==> config.mk <==
export PLATFORM = sky130hd
export DESIGN_NAME = score_status_ctrl
export DESIGN_NICKNAME = d
export VERILOG_FILES = /design/src/rtl/score_status_ctrl.sv
export SDC_FILE = /design/constraint.sdc
export NUM_CORES = 1
export LEC_CHECK = 0
export ABC_AREA = 1
export BUFFER_PORTS_ARGS = -buffer_cell sky130_fd_sc_hd__clkbuf_2
export CAP_MARGIN = 10
export CORE_ASPECT_RATIO = 0.9
export CORE_MARGIN = 2
export CORE_UTILIZATION = 55
export CTS_BUF_LIST = sky130_fd_sc_hd__clkbuf_16
export DETAILED_ROUTE_END_ITERATION = 6
export PLACE_DENSITY = 0.82
export SLEW_MARGIN = 20
export SYNTH_ARGS = -nofsm -noshare
export SYNTH_HDL_FRONTEND = slang
export SYNTH_SLANG_ARGS = --single-unit
==> constraint.sdc <==
create_clock -name Clk -period 5.15 [get_ports Clk]
set_input_delay 1.03 -clock Clk [delete_from_list [all_inputs] [get_ports Clk]]
set_output_delay 1.03 -clock Clk [all_outputs]
set_load 0.02 [all_outputs]
==> src/rtl/score_status_ctrl.sv <==
// score_status_ctrl: game status FSM, score/highest registers and sequential BCD conversion
//   Clk, Reset (sync, active-low)          clock and reset
//   Start, Lines_valid, Lines_cleared[2:0], Top_out   game events from the playfield
//   Playing, Win, Lose                     game state flags
//   Score[6:0], Highest[6:0]               binary scores
//   Score_tens/ones, High_tens/ones [3:0]  BCD digits for the renderer
//   Digits_valid                           digits match Score/Highest
module score_status_ctrl #(
    parameter logic [6:0] WIN_SCORE = 7'd50,
    parameter logic [6:0] MAX_SCORE = 7'd99
) (
    input  logic       Clk,
    input  logic       Reset,
    input  logic       Start,
    input  logic       Lines_valid,
    input  logic [2:0] Lines_cleared,
    input  logic       Top_out,
    output logic       Playing,
    output logic       Win,
    output logic       Lose,
    output logic [6:0] Score,
    output logic [6:0] Highest,
    output logic [3:0] Score_tens,
    output logic [3:0] Score_ones,
    output logic [3:0] High_tens,
    output logic [3:0] High_ones,
    output logic       Digits_valid
);
    typedef enum logic [1:0] {IDLE, PLAY, WIN, LOSE} game_e;
    typedef enum logic [1:0] {CV_IDLE, CV_SCORE, CV_HIGH, CV_COMMIT} cv_e;
    game_e       state_q, state_d;
    cv_e         cv_q, cv_d;
    logic [6:0]  score_q, score_d, high_q, high_d, hsnap_q, hsnap_d;
    logic [14:0] sr_q, sr_d, sr_step;
    logic [7:0]  sbcd_q, sbcd_d, sdig_q, sdig_d, hdig_q, hdig_d;
    logic [2:0]  cnt_q, cnt_d;
    logic        req_q, req_d, dv_q, dv_d;
    logic [3:0]  pts;
    logic [7:0]  sum;
    logic [6:0]  sat;
    logic        add, changed, commit;

    // One double-dabble step: add 3 to any BCD digit >= 5, then shift left.
    function automatic logic [14:0] dd_step(input logic [14:0] v);
        logic [3:0] t, o;
        t = (v[14:11] >= 4'd5) ? v[14:11] + 4'd3 : v[14:11];
        o = (v[10:7] >= 4'd5) ? v[10:7] + 4'd3 : v[10:7];
        return {t[2:0], o, v[6:0], 1'b0};
    endfunction

    always_comb begin
        pts = (Lines_cleared == 3'd0) ? 4'd0 :
              (Lines_cleared == 3'd1) ? 4'd1 :
              (Lines_cleared == 3'd2) ? 4'd3 :
              (Lines_cleared == 3'd3) ? 4'd5 : 4'd8;
        // 8-bit sum so an overflow past MAX_SCORE is seen before saturating
        sum = {1'b0, score_q} + {4'd0, pts};
        sat = (sum > {1'b0, MAX_SCORE}) ? MAX_SCORE : sum[6:0];
        add = (state_q == PLAY) && Lines_valid;
        state_d = state_q;
        score_d = score_q;
        if (state_q != PLAY) begin
            if (Start) begin
                state_d = PLAY;
                score_d = '0;
            end
        end else begin
            score_d = add ? sat : score_q;
            state_d = (add && sat >= WIN_SCORE) ? WIN : Top_out ? LOSE : PLAY;
        end
        high_d  = (state_q == PLAY && state_d != PLAY && score_d > high_q) ? score_d : high_q;
        changed = (score_d != score_q) || (high_d != high_q);
    end

    always_comb begin
        sr_step = dd_step(sr_q);
        cv_d    = cv_q;
        sr_d    = sr_q;
        cnt_d   = cnt_q;
        hsnap_d = hsnap_q;
        sbcd_d  = sbcd_q;
        sdig_d  = sdig_q;
        hdig_d  = hdig_q;
        commit  = 1'b0;
        case (cv_q)
            CV_IDLE: if (req_q) begin
                cv_d    = CV_SCORE;
                sr_d    = {8'd0, score_q};
                hsnap_d = high_q;
                cnt_d   = '0;
            end
            CV_SCORE: begin
                cnt_d = cnt_q + 3'd1;
                sr_d  = sr_step;
                if (cnt_q == 3'd6) begin
                    // park the score digits until the highest-score pass finishes
                    cv_d   = CV_HIGH;
                    sbcd_d = sr_step[14:7];
                    sr_d   = {8'd0, hsnap_q};
                    cnt_d  = '0;
                end
            end
            CV_HIGH: begin
                cnt_d = cnt_q + 3'd1;
                sr_d  = sr_step;
                if (cnt_q == 3'd6) cv_d = CV_COMMIT;
            end
            CV_COMMIT: begin
                cv_d   = CV_IDLE;
                sdig_d = sbcd_q;
                hdig_d = sr_q[14:7];
                commit = 1'b1;
            end
        endcase
        // a change seen mid-run is remembered and triggers a fresh run after commit
        req_d = changed || (req_q && cv_q != CV_IDLE);
        dv_d  = changed ? 1'b0 : (commit && !req_q) ? 1'b1 : dv_q;
    end

    always_ff @(posedge Clk) begin
        if (!Reset) begin
            state_q <= IDLE;
            cv_q    <= CV_IDLE;
            score_q <= '0;
            high_q  <= '0;
            hsnap_q <= '0;
            sr_q    <= '0;
            sbcd_q  <= '0;
            sdig_q  <= '0;
            hdig_q  <= '0;
            cnt_q   <= '0;
            req_q   <= 1'b0;
            dv_q    <= 1'b1;
        end else begin
            state_q <= state_d;
            cv_q    <= cv_d;
            score_q <= score_d;
            high_q  <= high_d;
            hsnap_q <= hsnap_d;
            sr_q    <= sr_d;
            sbcd_q  <= sbcd_d;
            sdig_q  <= sdig_d;
            hdig_q  <= hdig_d;
            cnt_q   <= cnt_d;
            req_q   <= req_d;
            dv_q    <= dv_d;
        end
    end

    assign Playing      = state_q == PLAY;
    assign Win          = state_q == WIN;
    assign Lose         = state_q == LOSE;
    assign Score        = score_q;
    assign Highest      = high_q;
    assign Score_tens   = sdig_q[7:4];
    assign Score_ones   = sdig_q[3:0];
    assign High_tens    = hdig_q[7:4];
    assign High_ones    = hdig_q[3:0];
    assign Digits_valid = dv_q;
endmodule
==> flow_results.org <==
** Run status
- The run finished with clean final reports.

** Run
- Max-capacitance violation count :: 0

** STA
- Setup violation total in the final timing report :: 0
- Slew headroom :: 45.0%
- Max Fclk :: 0.220 GHz
- Clock skew on the completed layout was measured at 0.00382 ns.
- Crit path time final :: 4.55 ns
- In the final timing run, aggregate negative setup slack is 0 ns.
- Fin. max-slew vios :: 0
- The final-report hold violation count was 0.
- RSZ-0062 raised after global routing :: false
- Slew at the pin closest to its max-slew limit :: 0.820 ns
- Dividing the final minimum period by the clock period gives 88.3%.

** Worst setup path
- Setup crit start kind :: input port
- Max FO, Critical Path :: 13
- Walking the worst path, the cells encountered are clkbuf_2 -> inv_1 -> a21oi_1 -> ha_1 -> fa_1 -> xnor2_1 -> nand3_1 -> nand3_2 -> nand3_1 -> nand2_1 -> nand2_1 -> nand2_2 -> inv_1 -> ha_1 -> nand3b_1 -> a21o_1 -> a31oi_1 -> buf_4 -> nand2_2 -> a211oi_1.
- The number of buffers and inverters on the critical path is 4.
- Required time at the endpoint of the critical path :: 5.36 ns
- On the critical path the largest part of the delay comes from compound AO/OA/AOI/OAI gates.
- Kind of end point of the critical path :: flip-flop
- The largest single stage delay on the critical path is 0.45 ns.
- The worst setup path is of the in -> reg kind.
- For this design, the slowest cell found on the critical path is sky130_fd_sc_hd__fa_1.
- For the worst setup path, the data arrival time is 4.76 ns.

** Place
- The HPWL after detailed placement is ~6.7 mm.
- Counting tap cells, the placed design contains a total of about 660 instances.
- GP Congestion :: 0.986
- Port bufs :: about 40

** GRT
- The via count of the first global-routing pass was ~3400.
- The total overflow left after global routing is 0.
- The first global-routing pass estimated 15.5 mm of wire.
- Entering global routing, the biggest net connects 46 pins.
- The number of antenna violations at the first check in global routing is 0.
- Global routing consumed, over all layers together, 25.0% of the routing resources.

** Finish
- Antenna diodes :: 0
- Compared with the post-synthesis result, the final layout area differs by 15.0%.
- Fraction of layout instances using a drive strength above 1 :: 13.9%
- After the last flow step, the layout net total stands at 607.
- Excluding fillers, the count of instances in the completed layout stands at approximately 670.
- Measured on the finished design, the core utilization comes to 65.8%.

** Clock network
- The number of hold buffers added after CTS was 0.
- The cell sitting at the root of the clock tree is a sky130_fd_sc_hd__clkbuf_16.
- TritonCTS built the clock tree.
- The later pin in the worst-skew pair is clocked with a latency of 0.33 ns.
- The clock drives 69 sinks.
- Post-CTS resize count :: 0
- After clock tree synthesis, the setup repair step added 0 buffers.
- Clock transition at the registers of the reported paths :: approximately 0.060 ns
- H-tree Lvls :: 3
- Counting along the longest clock path gives a buffer depth of 2.
- Clock buffers created by TritonCTS :: 9

** Yosys
- Mapped Cells :: 540
- After synthesis, the share of cell area in mux cells is 0%.
- The most used flip-flop cell after synthesis is sky130_fd_sc_hd__dfxtp_1.
- Adder and majority cell fraction of the synthesized area :: 7.43%
- Cell area after synthesis :: 3810 sq um
- In the synthesized netlist the async set-or-reset flop fraction comes to 0%.
- Of the synthesized area, sequential elements account for 36.3%.
- Register bit count reported by yosys :: 69
- The synthesized netlist devotes 24.6% of its cell area to simple gates.
- Averaged over all synthesized cells, the footprint is 7.05 sq um.
- Of the total synthesized cell area, the portion taken by XOR and XNOR cells is between 1 and 1.5%.
- Synthesized netlist net count :: 570
- The number of different library cells used by synthesis comes to 40.
- Yosys warning count :: 0
- Number of synthesized flops with an enable pin :: 0
- By area, the combinational part of the netlist is dominated by simple AND/OR/NAND/NOR gates.
- Compound-Gate Fraction of Synth Area :: between 10% and 20%

** Power
- Pwr per Cell Area :: 408 nW/um^2
- Largest voltage drop on the vdd net :: 0.322 mV
- In this run the power spent charging and discharging nets is about 0.0006 W.
- Sequential Power Share :: 37.5%
- Net switching is 33.8% of the power.
- Fraction of power consumed by the clock network :: around 36%
- LEAKAGE :: 2.11 nW
- Total design power :: about 0.0018 W
- Combinational cells account for 26.5% of the total power.
- Internal power of the cells :: 0.00118 W

** Floorplanning
- 42 I/O pins were placed.
- The core region is 6660 sq um.
- Die ar. :: 7600 sq um
- In this run the core area contains 28 standard-cell rows.
- Y dimension of the die :: slightly above 80 um
- In this run the horizontal extent of the chip is 91.7 um.
- Once the floorplan was initialized, standard cells occupied 57.2% of the core.

** Route
- Violation count after the first detailed-routing iteration :: 379
- Vias per cell :: 5.47
- Length of the first detailed-routing pass in iterations :: 7
- Vias :: 3679
- Remaining design rule violation count :: 0
- Dividing the detail-routed wire length by the instance count gives 13.9 um.
- Overall routed net length :: 9.33 mm
- Antenna viol nets, final :: 0

** Worst hold path
- The path class of the tightest hold or removal check is reg -> reg.
cells in the final DEF, fill, tap and decap left out, drive strengths merged, types with 4 or more instances in the layout:
| cell type | n |
|---|---|
| a211oi | 7 |
| a21oi | 48 |
| a22oi | 5 |
| clkbuf | 50 |
| clkinv | 9 |
| dfxtp | 69 |
| ha | 21 |
| inv | 84 |
| nand2 | 101 |
| nand3 | 24 |
| nand4 | 19 |
| nor2 | 55 |
| o211ai | 6 |
| o21ai | 53 |
| o21bai | 5 |
| xor2 | 4 |
kinds of logic (layout without fill, tap and decap cells):
| logic type | after synthesis | in the layout |
|---|---|---|
| compound gates | 133 | 133 |
| xor+xnor | 5 | 5 |
| fa+ha+maj | 22 | 22 |
| buf+inv | 106 | 148 |
| flops | 69 | 69 |
| simple gates | 205 | 205 |
worst min-delay path: stages (launching register included):
cell,delay (ns)
sky130_fd_sc_hd__dfxtp_1,0.30
sky130_fd_sc_hd__nand2_1,0.06
sky130_fd_sc_hd__a21oi_1,0.05
power groups by stage:
stage | Combinational, W | Sequential [W] | Clock [W]
after floorplan | 0.000312 | 0.000706 | 0
after global placement | 0.000446 | 0.000679 | 0
after detailed placement | 0.000462 | 0.000680 | 0
after CTS | 0.000470 | 0.000670 | 0.000650
after global routing | 0.000530 | 0.000680 | 0.000679
final | 0.000475 | 0.000671 | 0.000643
path summary, 6_finish.rpt:
| kind | end | depth (start not counted) | start | slack [ns] |
|---|---|---|---|---|
| worst min register to register | sr_q[0] | 2 | hsnap_q[0] | 0.46 |
| worst max register to register | Highest[0] | 17 | Score[0] | 1.12 |
| worst max-delay path | Highest[0] | 20 | Lines_cleared[0] | 0.60 |
| worst min-delay path | sr_q[0] | 2 | hsnap_q[0] | 0.46 |
registers in the layout, summed over array words and instances, names as in the netlist:
register / flops
Digits_valid: 1
Highest: 7
Score: 7
cnt_q: 3
cv_q: 2
hdig_q: 8
hsnap_q: 7
req_q: 1
sbcd_q: 8
sdig_q: 8
sr_q: 15
state_q: 2
cell type report:
class                   instances  area [sq um]
clock buffers                   9           225
clock inverters                 7          90.1
fillers                       571          2280
inverters                      89           334
multi-input cells             365          2020
flip-flops and latches         69          1380
well taps                      90           113
repair buffers                 43           220
stage by stage:
stage	worst slack, ns	area, sq um	hold WS [ns]
3_3_place_gp	0.527	4060	0.448
6_report	0.602	4380	0.463
4_1_cts	0.689	4380	0.464
2_1_floorplan	0.800	3810	0.430
5_1_grt	0.273	4380	0.506
3_5_place_dp	0.378	4060	0.451
layer usage:
layer / vias to the layer above / wire [um] / track usage [%]
li1: 1848 / - / -
met1: 1682 / 4400 / 34.9
met2: 134 / 4150 / 38.3
met3: 15 / 641 / 6.17
met4: 0 / 134 / 7.19
met5: - / 0 / 0
synthesized netlist by cell type, drive strengths merged (3+ instances only):
| master | n | area share [%] |
|---|---|---|
| o21bai | 5 | 0.99 |
| xor2 | 4 | 0.92 |
| nand4 | 19 | 3.7 |
| buf | 3 | 0.62 |
| ha | 21 | 6.9 |
| nand2 | 101 | 10 |
| a21oi | 48 | 6.3 |
| inv | 84 | 8.3 |
| clkinv | 5 | 0.49 |
| clkbuf | 14 | 1.4 |
| nand3 | 24 | 3.5 |
| a211oi | 7 | 1.4 |
| o21ai | 53 | 7.1 |
| o211ai | 6 | 1.3 |
| nor2 | 55 | 5.8 |
| a22oi | 5 | 0.99 |
| dfxtp | 69 | 36 |
(Power assumes the default switching activity.)
